$ cat config.mk
export PLATFORM = sky130hd
export DESIGN_NAME = hcms_display_rx_flat
export DESIGN_NICKNAME = d
export VERILOG_FILES = /design/src/rtl/hcms_display_rx_if.sv /design/src/rtl/hcms_display_rx.sv /design/src/flat_wrapper.sv
export SDC_FILE = /design/constraint.sdc
export NUM_CORES = 1
export LEC_CHECK = 0
export CORE_ASPECT_RATIO = 0.9
export CORE_MARGIN = 5
export CORE_UTILIZATION = 56
export CTS_BUF_LIST = sky130_fd_sc_hd__clkbuf_2
export DETAILED_ROUTE_END_ITERATION = 8
export PLACE_DENSITY = 0.8
export REMOVE_ABC_BUFFERS = 1
export SLEW_MARGIN = 20
export SYNTH_ARGS = -nofsm -noshare
export SYNTH_HDL_FRONTEND = slang
export SYNTH_SLANG_ARGS = --single-unit
$ cat constraint.sdc
create_clock -name CLK_i -period 2.3 [get_ports CLK_i]
set_input_delay 0.46 -clock CLK_i [delete_from_list [all_inputs] [get_ports CLK_i]]
set_output_delay 0.46 -clock CLK_i [all_outputs]
set_load 0.03 [all_outputs]
$ cat src/rtl/hcms_display_rx_if.sv
// Serial load bus of an HCMS-style dot-matrix display: the host drives it,
// the receiver samples it asynchronously to its own clock.
interface hcms_display_rx_if;
  logic SER_DATA_i;
  logic SER_CLK_i;
  logic REG_SEL_i;
  logic nCE_i;
  logic nRESET_i;

  modport master (
    output SER_DATA_i, SER_CLK_i, REG_SEL_i, nCE_i, nRESET_i
  );

  modport slave (
    input SER_DATA_i, SER_CLK_i, REG_SEL_i, nCE_i, nRESET_i
  );
endinterface

$ cat src/rtl/hcms_display_rx.sv
// Receiver that decodes HCMS-style serial display loads into dot-column bytes
// and control words, oversampling the serial bus with the system clock.
module hcms_display_rx #(
  parameter int DOT_BYTES = 20
) (
  input  logic                 CLK_i,
  input  logic                 RST_i,
  hcms_display_rx_if.slave     ser_if,
  output logic [7:0]           DATA_o,
  output logic                 DATA_VALID_o,
  output logic [4:0]           COL_o,
  output logic [6:0]           CTRL0_o,
  output logic [1:0]           CTRL1_o,
  output logic                 CTRL_VALID_o,
  output logic                 FRAME_ERR_o,
  output logic                 BUSY_o
);

  typedef enum logic [1:0] {
    ST_IDLE   = 2'd0,
    ST_ACTIVE = 2'd1,
    ST_EVAL   = 2'd2
  } state_e;

  localparam logic [4:0] COL_LAST = 5'(DOT_BYTES - 1);

  logic [1:0] data_sync_q, sclk_sync_q, rsel_sync_q, nce_sync_q, nrst_sync_q;
  logic       sclk_prev_q, nce_prev_q;

  // NOTE: synchroniser stages preset to the bus idle levels so that leaving
  // reset can never look like a serial clock edge or a chip-enable fall.
  always_ff @(posedge CLK_i) begin
    if (RST_i) begin
      data_sync_q <= 2'b00;
      sclk_sync_q <= 2'b11;
      rsel_sync_q <= 2'b00;
      nce_sync_q  <= 2'b11;
      nrst_sync_q <= 2'b11;
      sclk_prev_q <= 1'b1;
      nce_prev_q  <= 1'b1;
    end else begin
      data_sync_q <= {data_sync_q[0], ser_if.SER_DATA_i};
      sclk_sync_q <= {sclk_sync_q[0], ser_if.SER_CLK_i};
      rsel_sync_q <= {rsel_sync_q[0], ser_if.REG_SEL_i};
      nce_sync_q  <= {nce_sync_q[0],  ser_if.nCE_i};
      nrst_sync_q <= {nrst_sync_q[0], ser_if.nRESET_i};
      sclk_prev_q <= sclk_sync_q[1];
      nce_prev_q  <= nce_sync_q[1];
    end
  end

  logic ser_data_s, sclk_s, rsel_s, nce_s, nrst_s;
  logic sclk_rise, nce_fall, nce_rise;

  assign ser_data_s = data_sync_q[1];
  assign sclk_s     = sclk_sync_q[1];
  assign rsel_s     = rsel_sync_q[1];
  assign nce_s      = nce_sync_q[1];
  assign nrst_s     = nrst_sync_q[1];
  assign sclk_rise  = sclk_s & ~sclk_prev_q;
  assign nce_fall   = ~nce_s & nce_prev_q;
  assign nce_rise   = nce_s & ~nce_prev_q;

  state_e     state_q;
  logic       is_ctrl_q;
  logic [2:0] bit_cnt_q;
  logic [7:0] shift_q;
  logic [7:0] shift_d;
  logic [4:0] col_cnt_q;
  logic       byte_done_q;
  logic       over_q;
  logic [7:0] data_q;
  logic [4:0] col_q;
  logic [6:0] ctrl0_q;
  logic [1:0] ctrl1_q;
  logic       data_valid_q, ctrl_valid_q, frame_err_q, busy_q;

  assign shift_d = {shift_q[6:0], ser_data_s};

  // NOTE: every state element below uses non-blocking assignment so all
  // registers update together from the values sampled at the same edge.
  always_ff @(posedge CLK_i) begin
    if (RST_i) begin
      state_q      <= ST_IDLE;
      is_ctrl_q    <= 1'b0;
      bit_cnt_q    <= 3'd0;
      shift_q      <= 8'h00;
      col_cnt_q    <= 5'd0;
      byte_done_q  <= 1'b0;
      over_q       <= 1'b0;
      data_q       <= 8'h00;
      col_q        <= 5'd0;
      ctrl0_q      <= 7'h00;
      ctrl1_q      <= 2'b00;
      data_valid_q <= 1'b0;
      ctrl_valid_q <= 1'b0;
      frame_err_q  <= 1'b0;
      busy_q       <= 1'b0;
    end else begin
      data_valid_q <= 1'b0;
      ctrl_valid_q <= 1'b0;
      frame_err_q  <= 1'b0;
      busy_q       <= ~nce_s & nrst_s;

      if (!nrst_s) begin
        // Display reset aborts silently and holds the receiver idle.
        state_q     <= ST_IDLE;
        bit_cnt_q   <= 3'd0;
        shift_q     <= 8'h00;
        col_cnt_q   <= 5'd0;
        byte_done_q <= 1'b0;
        over_q      <= 1'b0;
        ctrl0_q     <= 7'h00;
        ctrl1_q     <= 2'b00;
      end else begin
        unique case (state_q)
          ST_IDLE: begin
            if (nce_fall) begin
              state_q     <= ST_ACTIVE;
              is_ctrl_q   <= rsel_s;
              bit_cnt_q   <= 3'd0;
              shift_q     <= 8'h00;
              col_cnt_q   <= 5'd0;
              byte_done_q <= 1'b0;
              over_q      <= 1'b0;
            end
          end

          ST_ACTIVE: begin
            if (nce_rise) begin
              // A bit clocked in the same cycle as the frame end is dropped.
              state_q <= ST_EVAL;
            end else if (sclk_rise) begin
              shift_q   <= shift_d;
              bit_cnt_q <= bit_cnt_q + 3'd1;
              if (is_ctrl_q) begin
                if (byte_done_q) over_q <= 1'b1;
                if (bit_cnt_q == 3'd7) byte_done_q <= 1'b1;
              end else if (bit_cnt_q == 3'd7) begin
                data_q       <= shift_d;
                col_q        <= col_cnt_q;
                data_valid_q <= 1'b1;
                col_cnt_q    <= (col_cnt_q == COL_LAST) ? 5'd0 : col_cnt_q + 5'd1;
              end
            end
          end

          ST_EVAL: begin
            state_q <= ST_IDLE;
            if (is_ctrl_q) begin
              if (byte_done_q && !over_q && bit_cnt_q == 3'd0) begin
                if (shift_q[7]) ctrl1_q <= shift_q[1:0];
                else            ctrl0_q <= shift_q[6:0];
                ctrl_valid_q <= 1'b1;
              end else begin
                frame_err_q <= 1'b1;
              end
            end else if (bit_cnt_q != 3'd0) begin
              frame_err_q <= 1'b1;
            end
          end

          default: state_q <= ST_IDLE;
        endcase
      end
    end
  end

  assign DATA_o       = data_q;
  assign DATA_VALID_o = data_valid_q;
  assign COL_o        = col_q;
  assign CTRL0_o      = ctrl0_q;
  assign CTRL1_o      = ctrl1_q;
  assign CTRL_VALID_o = ctrl_valid_q;
  assign FRAME_ERR_o  = frame_err_q;
  assign BUSY_o       = busy_q;

endmodule

$ cat src/flat_wrapper.sv
// flat-port wrapper written by rule: the top's interface ports become plain ports
module hcms_display_rx_flat 
#(
  parameter int DOT_BYTES = 20
)
  (CLK_i, RST_i, DATA_o, DATA_VALID_o, COL_o, CTRL0_o, CTRL1_o, CTRL_VALID_o, FRAME_ERR_o, BUSY_o, ser_if_SER_DATA_i, ser_if_SER_CLK_i, ser_if_REG_SEL_i, ser_if_nCE_i, ser_if_nRESET_i);
  hcms_display_rx_if ser_if_i ();
  input  logic CLK_i;
  input  logic RST_i;
  output logic [7:0] DATA_o;
  output logic DATA_VALID_o;
  output logic [4:0] COL_o;
  output logic [6:0] CTRL0_o;
  output logic [1:0] CTRL1_o;
  output logic CTRL_VALID_o;
  output logic FRAME_ERR_o;
  output logic BUSY_o;
  input wire logic [$bits(ser_if_i.SER_DATA_i)-1:0] ser_if_SER_DATA_i;
  input wire logic [$bits(ser_if_i.SER_CLK_i)-1:0] ser_if_SER_CLK_i;
  input wire logic [$bits(ser_if_i.REG_SEL_i)-1:0] ser_if_REG_SEL_i;
  input wire logic [$bits(ser_if_i.nCE_i)-1:0] ser_if_nCE_i;
  input wire logic [$bits(ser_if_i.nRESET_i)-1:0] ser_if_nRESET_i;
  assign ser_if_i.SER_DATA_i = ser_if_SER_DATA_i;
  assign ser_if_i.SER_CLK_i = ser_if_SER_CLK_i;
  assign ser_if_i.REG_SEL_i = ser_if_REG_SEL_i;
  assign ser_if_i.nCE_i = ser_if_nCE_i;
  assign ser_if_i.nRESET_i = ser_if_nRESET_i;
  hcms_display_rx #(.DOT_BYTES(DOT_BYTES)) u_core (.CLK_i(CLK_i), .RST_i(RST_i), .ser_if(ser_if_i), .DATA_o(DATA_o), .DATA_VALID_o(DATA_VALID_o), .COL_o(COL_o), .CTRL0_o(CTRL0_o), .CTRL1_o(CTRL1_o), .CTRL_VALID_o(CTRL_VALID_o), .FRAME_ERR_o(FRAME_ERR_o), .BUSY_o(BUSY_o));
endmodule
# After elaboration in Yosys (flattened, before gate mapping)
# Cells that the tools add are included.
word_totals:
  register_bits: 59
  inputBits: 7
  out_inout_bits: 26
classes:
  n_addsub: 2
  n_mux: 34
  reduce_logical: 20
  n_bitwise: 14
  eq_ne: 12
op_table:
  columns: ["cell", "n"]
  rows:
  - ["$mux 5", 6]
  - ["$mux 8", 3]
  - ["$reduce_and 6->1", 4]
  - ["$pmux 8 s2", 1]
  - ["$mux 1", 14]
  - ["$ne 2x1->1 const B", 6]
  - ["$reduce_and 4->1", 3]
  - ["$not 1->1", 10]
  - ["$pmux 5 s2", 1]
  - ["$mux 3", 3]
  - ["$pmux 3 s2", 1]
  - ["$reduce_or 6->1", 1]
  - ["$add 5x1->5 const B", 1]
  - ["$eq 5x5->1 const B", 1]
  - ["$and 1x1->1", 4]
  - ["$mux 2", 2]
  - ["$ne 2x2->1 const B", 2]
  - ["$pmux 1 s2", 2]
  - ["$pmux 2 s2", 1]
  - ["$reduce_or 4->1", 1]
  - ["$add 3x1->3 const B", 1]
  - ["$eq 3x3->1 const B", 1]
  - ["$logic_not 3->1", 1]
  - ["$reduce_and 3->1", 1]
  - ["other kinds (10)", 11]

# Logic depth before layout (Yosys ltp)
# Gate-level depths: netlist (run 1).
depth:
  depth_word: 7
  ltp_mapped: 7

# Worst setup path after synthesis (run 1)
# Ideal clock, no wire load.
synth_path:
  path_kind: "flip-flop to flip-flop"
  from: "reg u_core.bit_cnt_q[0]"
  to: "reg u_core.col_q[0] (netlist: u_core.COL_o[0])"
  required_time_ns: 2.172
  setup_ns: 0.128
  arrival_time_ns: 1.505
  path_slack_ns: 0.668
  path_stages_with_launch: 8
  path_buffers: 1
  path_cell_list: "dfxtp_1 > ha_1 > ha_1 > and4bb_2 > nand4_2 > buf_4 > mux2i_1 > nor2_1"
synth_via:
  elab_chain_cells: 2
synth_rtl:
  columns: ["item", "line", "text"]
  rows:
  - ["start: declaration", "hcms_display_rx.sv:66", "logic [2:0] bit_cnt_q;"]
  - ["start signal: assignment", "hcms_display_rx.sv:135", "bit_cnt_q <= bit_cnt_q + 3'd1;"]
  - ["$eq 3x3->1", "hcms_display_rx.sv:139", "end else if (bit_cnt_q == 3'd7) begin"]
  - ["$reduce_and 6->1 (no source line)", null, null]
  - ["end signal: assignment", "hcms_display_rx.sv:141", "col_q <= col_cnt_q;"]
  - ["end: declaration", "hcms_display_rx.sv:73", "logic [4:0] col_q;"]
# Every way passes these cells.
# A chain may end at the register's enable or synchronous reset.

# Final worst setup path (run 1)
layout_path:
  from: "reg u_core.data_q[0] (netlist: u_core.DATA_o[0])"
  to: "out DATA_o[0]"
layout_rtl:
  columns: ["item", "line", "text"]
  rows:
  - ["start: declaration", "hcms_display_rx.sv:72", "logic [7:0] data_q;"]
  - ["start signal: assignment", "hcms_display_rx.sv:140", "data_q <= shift_d;"]
  - ["end: declaration", "flat_wrapper.sv:10", "output logic [7:0] DATA_o;"]
# No word-level cell between the ends.

==> results of run 1 <==
## sequential cells by signal, summed over array words and instances, names as in the netlist, 2 cells and up
name                cells
u_core.COL_o            5
u_core.CTRL0_o          7
u_core.CTRL1_o          2
u_core.DATA_o           8
u_core.bit_cnt_q        3
u_core.col_cnt_q        5
u_core.data_sync_q      2
u_core.nce_sync_q       2
u_core.nrst_sync_q      2
u_core.rsel_sync_q      2
u_core.sclk_sync_q      2
u_core.shift_q          8
u_core.state_q          2
## worst paths after layout
| kind | from | cells after the start | slack, ns | endpoint |
|---|---|---|---|---|
| worst max-delay path | u_core.DATA_o[0]$_SDFFE_PP0P_ | 1 | 0.32 | DATA_o[0] |
| worst min-delay path | u_core.sclk_sync_q[0]$_SDFF_PP1_ | 1 | 0.42 | u_core.sclk_sync_q[1]$_SDFF_PP1_ |
| worst max register to register | u_core.col_cnt_q[0]$_SDFFE_PP0P_ | 5 | 0.45 | u_core.col_cnt_q[3]$_SDFFE_PP0P_ |
| worst min register to register | u_core.sclk_sync_q[0]$_SDFF_PP1_ | 1 | 0.42 | u_core.sclk_sync_q[1]$_SDFF_PP1_ |
## per-stage QoR
stage	setup WS (ns)	instances	utilization (%)	power (W)	hold slack [ns]
global route	0.2136	312	69.46	0.001843	0.4486
CTS	0.2711	312	69.46	0.001770	0.4271
global placement	0.4130	296	66.87	0.001170	0.3919
finish	0.3194	312	69.46	0.001744	0.4213
floorplan	0.6178	209	-	0.001129	0.3895
detailed placement	0.3941	296	66.87	0.001171	0.3988
## kinds of logic (layout without fill, tap and decap cells)
logic type	after synthesis	in the layout	share of synthesized area, %
AO/OA/AOI/OAI	29	29	9.843
XOR/XNOR	2	2	0.7614
adder cells (fa/ha/maj)	4	4	2.175
buffers and inverters	14	59	2.664
flip-flops	59	59	51.33
multiplexers	24	24	10.44
AND/OR/NAND/NOR	87	87	22.78
## layout make-up
| type | instances | area, sq um | share of cell area [%] |
|---|---|---|---|
| multi-input cells | 146 | 1059 | 37.92 |
| well taps | 48 | 60.06 | 2.151 |
| clock buffers | 9 | 45.04 | 1.614 |
| repair buffers | 39 | 372.9 | 13.36 |
| clock inverters | 7 | 58.81 | 2.107 |
| inverters | 4 | 15.01 | 0.5379 |
| flip-flops and latches | 59 | 1181 | 42.31 |
## power breakdown
part | leakage [nW] | internal [W] | switching (W)
logic | 0.576 | 0.0000429 | 0.0000455
clock network | 0.0642 | 0.000237 | 0.000357
registers | 0.479 | 0.00104 | 0.0000186
## cell usage in the layout, fill, tap and decap left out, types with 3 or more instances in the layout
| cell | count |
|---|---|
| sky130_fd_sc_hd__buf_4 | 7 |
| sky130_fd_sc_hd__nor2_2 | 7 |
| sky130_fd_sc_hd__mux2i_1 | 24 |
| sky130_fd_sc_hd__clkbuf_2 | 9 |
| sky130_fd_sc_hd__inv_1 | 4 |
| sky130_fd_sc_hd__nor2_1 | 26 |
| sky130_fd_sc_hd__nand2b_1 | 4 |
| sky130_fd_sc_hd__nand2_1 | 14 |
| sky130_fd_sc_hd__or2_2 | 8 |
| sky130_fd_sc_hd__a2bb2oi_1 | 9 |
| sky130_fd_sc_hd__o21ai_0 | 5 |
| sky130_fd_sc_hd__ha_1 | 4 |
| sky130_fd_sc_hd__clkinv_1 | 3 |
| sky130_fd_sc_hd__dfxtp_1 | 59 |
| sky130_fd_sc_hd__nor2b_1 | 6 |
| sky130_fd_sc_hd__a21oi_1 | 6 |
| sky130_fd_sc_hd__clkdlybuf4s50_1 | 32 |
| sky130_fd_sc_hd__nand3_1 | 3 |
## metal layers
layer	wire, microns	up-vias	global-route usage [%]
li1	-	847	-
met1	2191	793	24.29
met2	1961	37	25.23
met3	219	4	5.725
met4	44	0	8.206
met5	0	-	0
==> flow_summary.json, run 1 <==
{
  "grt_pass1_vias": 1574,
  "initial_core_util_pct": 57.25,
  "number_of_enable_flip_flop_cells_after_synthesis": 0,
  "final_slew_violations": 0,
  "placed_area_sq_mm": 0.002688,
  "number_of_instances_in_the_synthesized_netlist": 219,
  "fmax_mhz": 504.9,
  "finish.instance_area_sq_mm": 0.002791,
  "critPathCaptureType": "output pin",
  "asyncSetResetFlopFracSynth_pct": 0,
  "antennaDiodeCount": 0,
  "critPathArrivalTime_ns": 1.52,
  "cellLeakagePower_nw": 1.119,
  "die_footprint_sq_mm": 0.005492,
  "power.density_mw_per_mm2": 624.6,
  "cp_top_family": "buffers and inverters",
  "synth_top_area_share_pct": 51.33,
  "worst-path-buf-inv": 1,
  "critical_path.cell_chain": "clkdlybuf4s50_1",
  "dp_hpwl_mm": 3.146,
  "route.detailed.vias_per_inst": 5.388,
  "std_cell_rows": 22,
  "grt_pass1_wl_mm": 7.562,
  "cts_buffers": 9,
  "worst_skew_pair.late_latency_ns": 0.46,
  "ys.flop_type": "sky130_fd_sc_hd__dfxtp_1",
  "fin_nets": 270,
  "max_cap_viol_count": 0,
  "area_growth_syn_to_layout_pct": 21.32,
  "netlist_top_cells_area": "sky130_fd_sc_hd__dfxtp_1 (51%), sky130_fd_sc_hd__mux2i_1 (10%), sky130_fd_sc_hd__nor2_1 (4.2%)",
  "clock_h_tree_levels": 3,
  "wirelength_mm": 4.417,
  "filler_cell_count": 318,
  "firstDrtPassIters": 4,
  "synthTopCellsByCount": "sky130_fd_sc_hd__dfxtp_1 (59), sky130_fd_sc_hd__nor2_1 (26), sky130_fd_sc_hd__mux2i_1 (24)",
  "report.final.hold_viol_count": 0,
  "sort_of_element_at_the_start_of_the_critical_path": "flop",
  "cts.hold.buffers_added": 0,
  "post_syn_area_per_cell_sq_um": 10.51,
  "yosys.cell_count.top_type": "sky130_fd_sc_hd__dfxtp_1",
  "cts_root_buffer": "sky130_fd_sc_hd__clkbuf_2",
  "synth-seq-area-share_pct": 51.33,
  "clock_skew_ns": 0.01942,
  "fin_crit_ns": 1.981,
  "gp_congestion": 0.8011,
  "fraction_of_final_layout_cells_sized_beyond_drive_strength_1_pct": 16.29,
  "antenna_violating_nets_post_route": 0,
  "port_buffers": 32,
  "post_synth_instance_area_sq_mm": 0.002301,
  "grt_util_all_layers_pct": 17.71,
  "globalRouteOverflowTotal": 0,
  "synthDistinctLibCells": 43,
  "worst_slew_margin_rel_pct": 55.35,
  "detail_route.iter0.violations": 69,
  "cts_tree": "built",
  "setup-tns-final_ns": 0,
  "detailroute.via_count": 1681,
  "vdd_ir_max_mv": 0.4113,
  "cts_repair_resize_count": 0,
  "routed_wire_per_std_cell_microns": 14.16,
  "setup_violations": 0,
  "floorplan.die.width_microns": 77.57,
  "number_of_antenna_violations_at_the_first_check_in_global_routing": 0,
  "route.detailed.drc": 0,
  "maximum_fanout_count_along_the_critical_path": 2,
  "synth_top_area_cell": "sky130_fd_sc_hd__dfxtp_1",
  "cts_num_sinks": 59,
  "grt_setup_unrepaired": "false",
  "clock_path_buffers": 2,
  "layout_worst_path_cycle_share_pct": 86.11,
  "critical_path.slowest_cell": "sky130_fd_sc_hd__clkdlybuf4s50_1",
  "grt_max_degree": 28,
  "startpoint_to_endpoint_class_of_the_critical_path": "reg2out",
  "yosys_warnings": 0,
  "core_region_area_sq_mm": 0.004019,
  "worstHoldPathType": "reg2reg",
  "post-cts-setup-buffer-count": 0,
  "status": "finished, final reports clean",
  "worstMarginPinSlew_ns": 0.6648,
  "io_pins": 33,
  "clk_transition_reported_paths_ns": 0.17,
  "cp_slowest_stage_delay_ns": 0.68,
  "synth_seq_cells": 59,
  "die-height_microns": 70.81,
  "cp_data_required_time_ns": 1.84
}
Note: power is estimated with default switching activity, not from simulation.
==> run 2: changes to the inputs <==
--- a/config.mk
+++ b/config.mk
@@ -9,6 +9,7 @@
 export CORE_MARGIN = 5
 export CORE_UTILIZATION = 56
 export CTS_BUF_LIST = sky130_fd_sc_hd__clkbuf_2
+export CTS_CLUSTER_DIAMETER = 200
 export DETAILED_ROUTE_END_ITERATION = 8
 export PLACE_DENSITY = 0.8
 export REMOVE_ABC_BUFFERS = 1
==> results of run 2 <==
The final DEF is identical to that of run 1; final timing and power are the same.
